===== config.mk =====
export PLATFORM = sky130hd
export DESIGN_NAME = caesar_decoder_flat
export DESIGN_NICKNAME = d
export VERILOG_FILES = /design/src/rtl/caesar_decoder_if.sv /design/src/rtl/caesar_decoder.sv /design/src/flat_wrapper.sv
export SDC_FILE = /design/constraint.sdc
export NUM_CORES = 1
export LEC_CHECK = 0
export ABC_AREA = 1
export CELL_PAD_IN_SITES_DETAIL_PLACEMENT = 0
export CELL_PAD_IN_SITES_GLOBAL_PLACEMENT = 1
export CORE_ASPECT_RATIO = 0.7
export CORE_MARGIN = 2
export CORE_UTILIZATION = 30
export CTS_BUF_LIST = sky130_fd_sc_hd__clkbuf_16
export CTS_CLUSTER_SIZE = 8
export DETAILED_ROUTE_END_ITERATION = 8
export GPL_TIMING_DRIVEN = 0
export HOLD_SLACK_MARGIN = 0.1
export PLACE_DENSITY_LB_ADDON = 0.1
export SETUP_SLACK_MARGIN = 0.15
export SLEW_MARGIN = 20
export SYNTH_ARGS = -nofsm -noshare
export SYNTH_HDL_FRONTEND = slang
export SYNTH_SLANG_ARGS = --single-unit

===== constraint.sdc =====
create_clock -name clock -period 5.81 [get_ports clock]
set_input_delay 0.581 -clock clock [delete_from_list [all_inputs] [get_ports clock]]
set_output_delay 0.581 -clock clock [all_outputs]
set_load 0.005 [all_outputs]

===== src/rtl/caesar_decoder_if.sv =====
// Byte-stream handshake between a producer, the Caesar decoder and its consumer.
// The master drives encoded bytes and takes decoded ones; the slave is the decoder.
interface caesar_decoder_if #(
   parameter int DEPTH = 4
);
   localparam int LW = $clog2(DEPTH) + 1;

   logic [7:0]    in_char;
   logic          in_valid;
   logic          in_ready;
   logic [7:0]    out_char;
   logic          out_valid;
   logic          out_ready;
   logic [15:0]   letter_count;
   logic [LW-1:0] level;

   modport master (
      output in_char, in_valid, out_ready,
      input  in_ready, out_char, out_valid, letter_count, level
   );

   modport slave (
      input  in_char, in_valid, out_ready,
      output in_ready, out_char, out_valid, letter_count, level
   );
endinterface


===== src/rtl/caesar_decoder.sv =====
// Caesar decoder: rotates letters back by SHIFT as they are written and
// queues the decoded bytes in a DEPTH-entry FIFO; counts accepted letters.
module caesar_decoder #(
   parameter int SHIFT = 13,
   parameter int DEPTH = 4
) (
   input logic             clock,
   input logic             reset,
   caesar_decoder_if.slave bus
);
   localparam int AW = $clog2(DEPTH);
   localparam int LW = AW + 1;
   localparam logic [LW-1:0] FULL = LW'(DEPTH);
   localparam logic [4:0]    SH5  = 5'(SHIFT);

   logic [7:0]    mem_q [DEPTH];
   logic [AW-1:0] wptr_q, wptr_d;
   logic [AW-1:0] rptr_q, rptr_d;
   logic [LW-1:0] level_q, level_d;
   logic [15:0]   count_q, count_d;
   logic          live_q;

   logic          in_ready, out_valid, push, pop;
   logic          is_upper, is_lower;
   logic [7:0]    base;
   logic [4:0]    off;
   logic [5:0]    rot;
   logic [7:0]    dec_char;

   // live_q keeps in_ready low until the first edge after reset release
   assign in_ready  = live_q && (level_q != FULL);
   assign out_valid = (level_q != '0);
   assign push      = bus.in_valid && in_ready;
   assign pop       = out_valid && bus.out_ready;

   assign bus.in_ready     = in_ready;
   assign bus.out_valid    = out_valid;
   assign bus.out_char     = out_valid ? mem_q[rptr_q] : '0;
   assign bus.level        = level_q;
   assign bus.letter_count = count_q;

   always_comb begin
      is_upper = (bus.in_char >= 8'h41) && (bus.in_char <= 8'h5A);
      is_lower = (bus.in_char >= 8'h61) && (bus.in_char <= 8'h7A);
      base     = is_upper ? 8'h41 : 8'h61;
      off      = 5'(bus.in_char - base);
      // 6-bit subtract; an underflow is folded back into 0..25 by adding 26
      rot      = {1'b0, off} - {1'b0, SH5};
      if (off < SH5) rot = rot + 6'd26;
      dec_char = (is_upper || is_lower) ? (base + {3'b000, rot[4:0]}) : bus.in_char;
   end

   always_comb begin
      wptr_d  = push ? wptr_q + AW'(1) : wptr_q;
      rptr_d  = pop  ? rptr_q + AW'(1) : rptr_q;
      level_d = level_q;
      if (push && !pop) level_d = level_q + LW'(1);
      else if (pop && !push) level_d = level_q - LW'(1);
      count_d = (push && (is_upper || is_lower)) ? count_q + 16'd1 : count_q;
   end

   always_ff @(posedge clock or negedge reset) begin
      if (!reset) begin
         live_q  <= 1'b0;
         wptr_q  <= '0;
         rptr_q  <= '0;
         level_q <= '0;
         count_q <= '0;
      end else begin
         live_q  <= 1'b1;
         wptr_q  <= wptr_d;
         rptr_q  <= rptr_d;
         level_q <= level_d;
         count_q <= count_d;
      end
   end

   always_ff @(posedge clock) begin
      if (push) mem_q[wptr_q] <= dec_char;
   end
endmodule


===== src/flat_wrapper.sv =====
// flat-port wrapper written by rule: the top's interface ports become plain ports
module caesar_decoder_flat 
#(
   parameter int SHIFT = 13,
   parameter int DEPTH = 4
)
  (clock, reset, bus_in_char, bus_in_valid, bus_out_ready, bus_in_ready, bus_out_char, bus_out_valid, bus_letter_count, bus_level);
  caesar_decoder_if #(.DEPTH(DEPTH)) bus_i ();
  input logic clock;
  input logic reset;
  input wire logic [$bits(bus_i.in_char)-1:0] bus_in_char;
  input wire logic [$bits(bus_i.in_valid)-1:0] bus_in_valid;
  input wire logic [$bits(bus_i.out_ready)-1:0] bus_out_ready;
  output wire logic [$bits(bus_i.in_ready)-1:0] bus_in_ready;
  output wire logic [$bits(bus_i.out_char)-1:0] bus_out_char;
  output wire logic [$bits(bus_i.out_valid)-1:0] bus_out_valid;
  output wire logic [$bits(bus_i.letter_count)-1:0] bus_letter_count;
  output wire logic [$bits(bus_i.level)-1:0] bus_level;
  assign bus_i.in_char = bus_in_char;
  assign bus_i.in_valid = bus_in_valid;
  assign bus_i.out_ready = bus_out_ready;
  assign bus_in_ready = bus_i.in_ready;
  assign bus_out_char = bus_i.out_char;
  assign bus_out_valid = bus_i.out_valid;
  assign bus_letter_count = bus_i.letter_count;
  assign bus_level = bus_i.level;
  caesar_decoder #(.SHIFT(SHIFT), .DEPTH(DEPTH)) u_core (.clock(clock), .reset(reset), .bus(bus_i));
endmodule

==> results.toml <==
[power]
switching_share_pct = 35.6
pwr-share-comb_pct = 40.9
power.switching_mw = 0.524
worst_ir_drop_vdd_mv = 0.148
power.sequential.fraction_pct = 37.8
power.density_cell_area_nw_per_um2 = 385
power.total_mw = 1.47
clkPwrFrac_pct = 21.3
power.leakage_nw = 1.57
power_report.internal_total_mw = 0.948

[die]
fp.dieW_um = 126
die_h_um = 89.3
core_um2 = 10200
ios = 41
dieArea_um2 = 11200
start_util_pct = 30.4
num_rows = 31

[worst_setup_path]
worstSetupPathType = "in2reg"
crit_path_start_kind = "input port"
crit_required_ns = 5.82
timing.critical_path.fanout_max = 6
kind_of_capture_point_of_the_worst_setup_path = "flop"
worstPathArrival_ns = 3.33

[place]
portBuffers = 40
hpwl_mm = 5.41
placedCellCount = 527
gp_congestion = 0.759

[logic_synthesis]
postSynthRegisterBits = 56
synth.lib_cells_used.distinct = 37
syn-num-nets = 380
post_synth_instance_area_um2 = 3120
synth_seq_area_share_pct = 50.1
synth_cells = 355
yosys_warnings = 0
syn_avg_cell_area_um2 = 8.78

[job]
timing.max_cap.violations = 0

[clock_tree]
cts_max_level = 2
clkSlewWorstSetupHoldPaths_ns = 0.08
cts.root.buffer_cell = "clkbuf_16"
cts-buffers-inserted = 5
tritoncts_clock_tree = "built"
ctsHoldBuffers = 0
max-clock-path-buffers = 2
latest_clock_arrival_within_the_worst_skew_pair_ns = 0.30
numClockSinks = 56
cts_setup_buffers = 0
ctsResizeCount = 0

[timing]
slew_headroom_pct = 46.3
final.setup.tns_ns = 0
min_period_over_period_pct = 57.1
timing_hold_violations_final = 0
max_freq_mhz = 302
final_max_slew_viol_count = 0
period_needed_ns = 3.32
report.final.setup_viol = 0
max_slew.worst_pin.slew_ns = 0.802
grt_setup_unrepaired = "no"
timing.clock.skew_ns = 0.00658

[final_layout]
syn2layout_area_growth_pct = 22.9
final_net_count = 427
final-instance-count-excl-fill = 535
layout-drive-gt1-share_pct = 7.94
insertedDiodeCount = 0

[outcome]
outcome = "finished, final reports clean"

[worst_hold_path]
hold_path_class = "in2async"

[grt]
grt_max_degree = 25
grt_overflow_total = 0
first_global_vias = 2162
grt_usage_pct = 13.5
grt_pass1_wl_mm = 11.6
grt_antenna_before_repair = 0

[drt]
drt-pass1-iter-count = 4
num_vias = 2369
detail_route.drc_violations = 0
vias_per_cell = 4.43
routed_wirelength_mm = 7.34
wire_per_inst_um = 13.7
first_drt_iteration_drcs = 74
postRouteAntennaNets = 0
==> power by group through the flow <==
stage	sequential, mW	combinational, mW	clock [mW]
6_report	0.557	0.603	0.313
3_3_place_gp	0.565	0.605	0
5_1_grt	0.567	0.682	0.339
3_5_place_dp	0.566	0.609	0
2_1_floorplan	0.558	0.324	0
4_1_cts	0.558	0.613	0.323
==> per-layer routing <==
| metal | track usage (%) | share of wire [%] | wire (um) |
|---|---|---|---|
| met2 | 18.3 | 38 | 2810 |
| met5 | 0 | 0 | 0 |
| met4 | 2.70 | 0.56 | 41 |
| met3 | 3.11 | 4.2 | 308 |
| met1 | 21.5 | 57 | 4180 |
==> final cells by class <==
cell class,count,area [um^2]
Clock inverter,3,26.3
Sequential cell,56,1560
Inverter,37,141
Clock buffer,5,125
Buffer,7,38.8
Timing Repair Buffer,40,395
Tap cell,132,165
Fill cell,1055,6410
Multi-Input combinational cell,255,1370
==> path summary, 6_finish.rpt <==
path / cells past startpoint / to / from / slack (ns)
worst max-delay path: 17 / u_core.mem_q[2][5]$_DFFE_PP_ / bus_in_char[0] / 2.49
worst min-delay path: 1 / u_core.live_q$_DFF_PN0_ / reset / 0.27
worst max register to register: 9 / u_core.bus.level[2]$_DFFE_PN0P_ / u_core.bus.level[1]$_DFFE_PN0P_ / 3.29
worst min register to register: 1 / u_core.bus.level[2]$_DFFE_PN0P_ / u_core.bus.level[2]$_DFFE_PN0P_ / 0.54
max in group asynchronous: 1 / u_core.bus.letter_count[0]$_DFFE_PN0P_ / reset / 5.15
min in group clock: 1 / u_core.bus.level[2]$_DFFE_PN0P_ / u_core.bus.level[2]$_DFFE_PN0P_ / 0.54
==> placed cells by master, fill, tap and decap left out, types with 2 or more instances in the layout <==
cell,netlist,layout
o21ai_1,3,3
o21ai_2,3,3
o21ai_0,24,24
nand3_1,25,25
clkbuf_16,0,5
buf_2,1,2
clkbuf_1,3,3
clkdlybuf4s50_1,0,39
clkinvlp_4,0,2
dfrtp_1,24,24
inv_2,4,4
nor2_1,60,60
edfxtp_1,32,32
a21oi_1,12,12
xor2_1,8,8
xnor2_1,12,12
nand2_1,72,72
nor3_1,4,4
ha_1,12,12
nand2_2,4,4
nor2_2,2,2
inv_1,32,32
==> worst max-delay path, stage by stage <==
cell and delay (ns):
clkdlybuf4s50_1 0.56, buf_4 0.20, inv_1 0.10, ha_1 0.25, inv_1 0.06, nand2_1 0.06
nand2_1 0.09, nand2_1 0.09, nand2_1 0.12, inv_1 0.05, ha_1 0.21, o21ai_1 0.16
nand3_1 0.16, nor2_1 0.24, nand3_1 0.14, nand3_1 0.11, nand2_1 0.13
==> logic make-up after synthesis <==
family	Yosys count	share of synthesized area [%]
and+or+nand+nor	175	24.5
DFF	56	50.1
AOI/OAI and AO/OA	44	7.51
buffers and inverters	44	5.78
xor gates and xnor gates	21	6.14
adders and majority gates	13	5.46
other	1	0.120
muxes	1	0.361
==> per-stage QoR <==
| step | instance area [um^2] | hold slack, ns | worst slack, ns | utilization (%) |
|---|---|---|---|---|
| final | 3830 | 0.274 | 2.49 | 37.4 |
| after global routing | 3830 | 0.328 | 2.28 | 37.4 |
| after CTS | 3830 | 0.298 | 2.54 | 37.4 |
| after detailed placement | 3680 | 0.538 | 2.24 | 35.9 |
| after global placement | 3680 | 0.520 | 2.24 | 35.9 |
| after floorplan | 3120 | 0.285 | 3.26 | - |
==> flip-flops by register name (all words and copies together) (netlist names) <==
signal,count
u_core.mem_q,32
u_core.bus.letter_count,16
u_core.bus.level,3
u_core.rptr_q,2
u_core.wptr_q,2
u_core.live_q,1
==> synth_stat cells, drive strengths merged <==
master,instances,area [um^2]
or2,1,8.76
nand4,1,6.26
buf,4,27.5
o21ai,30,161
conb,1,3.75
xnor2,13,121
mux2,1,11.3
nor3,5,30.0
nand3b,2,27.5
a21oi,12,60.1
nand2,76,295
and3,1,6.26
a31oi,1,6.26
nor2,63,258
inv,37,141
dfrtp,24,601
and2,1,6.26
clkbuf,3,11.3
fa,1,20.0
edfxtp,32,961
o22ai,1,6.26
nand3,25,125
xor2,8,70.1
ha,12,150
No activity file was read; power rests on OpenSTA's default activity.
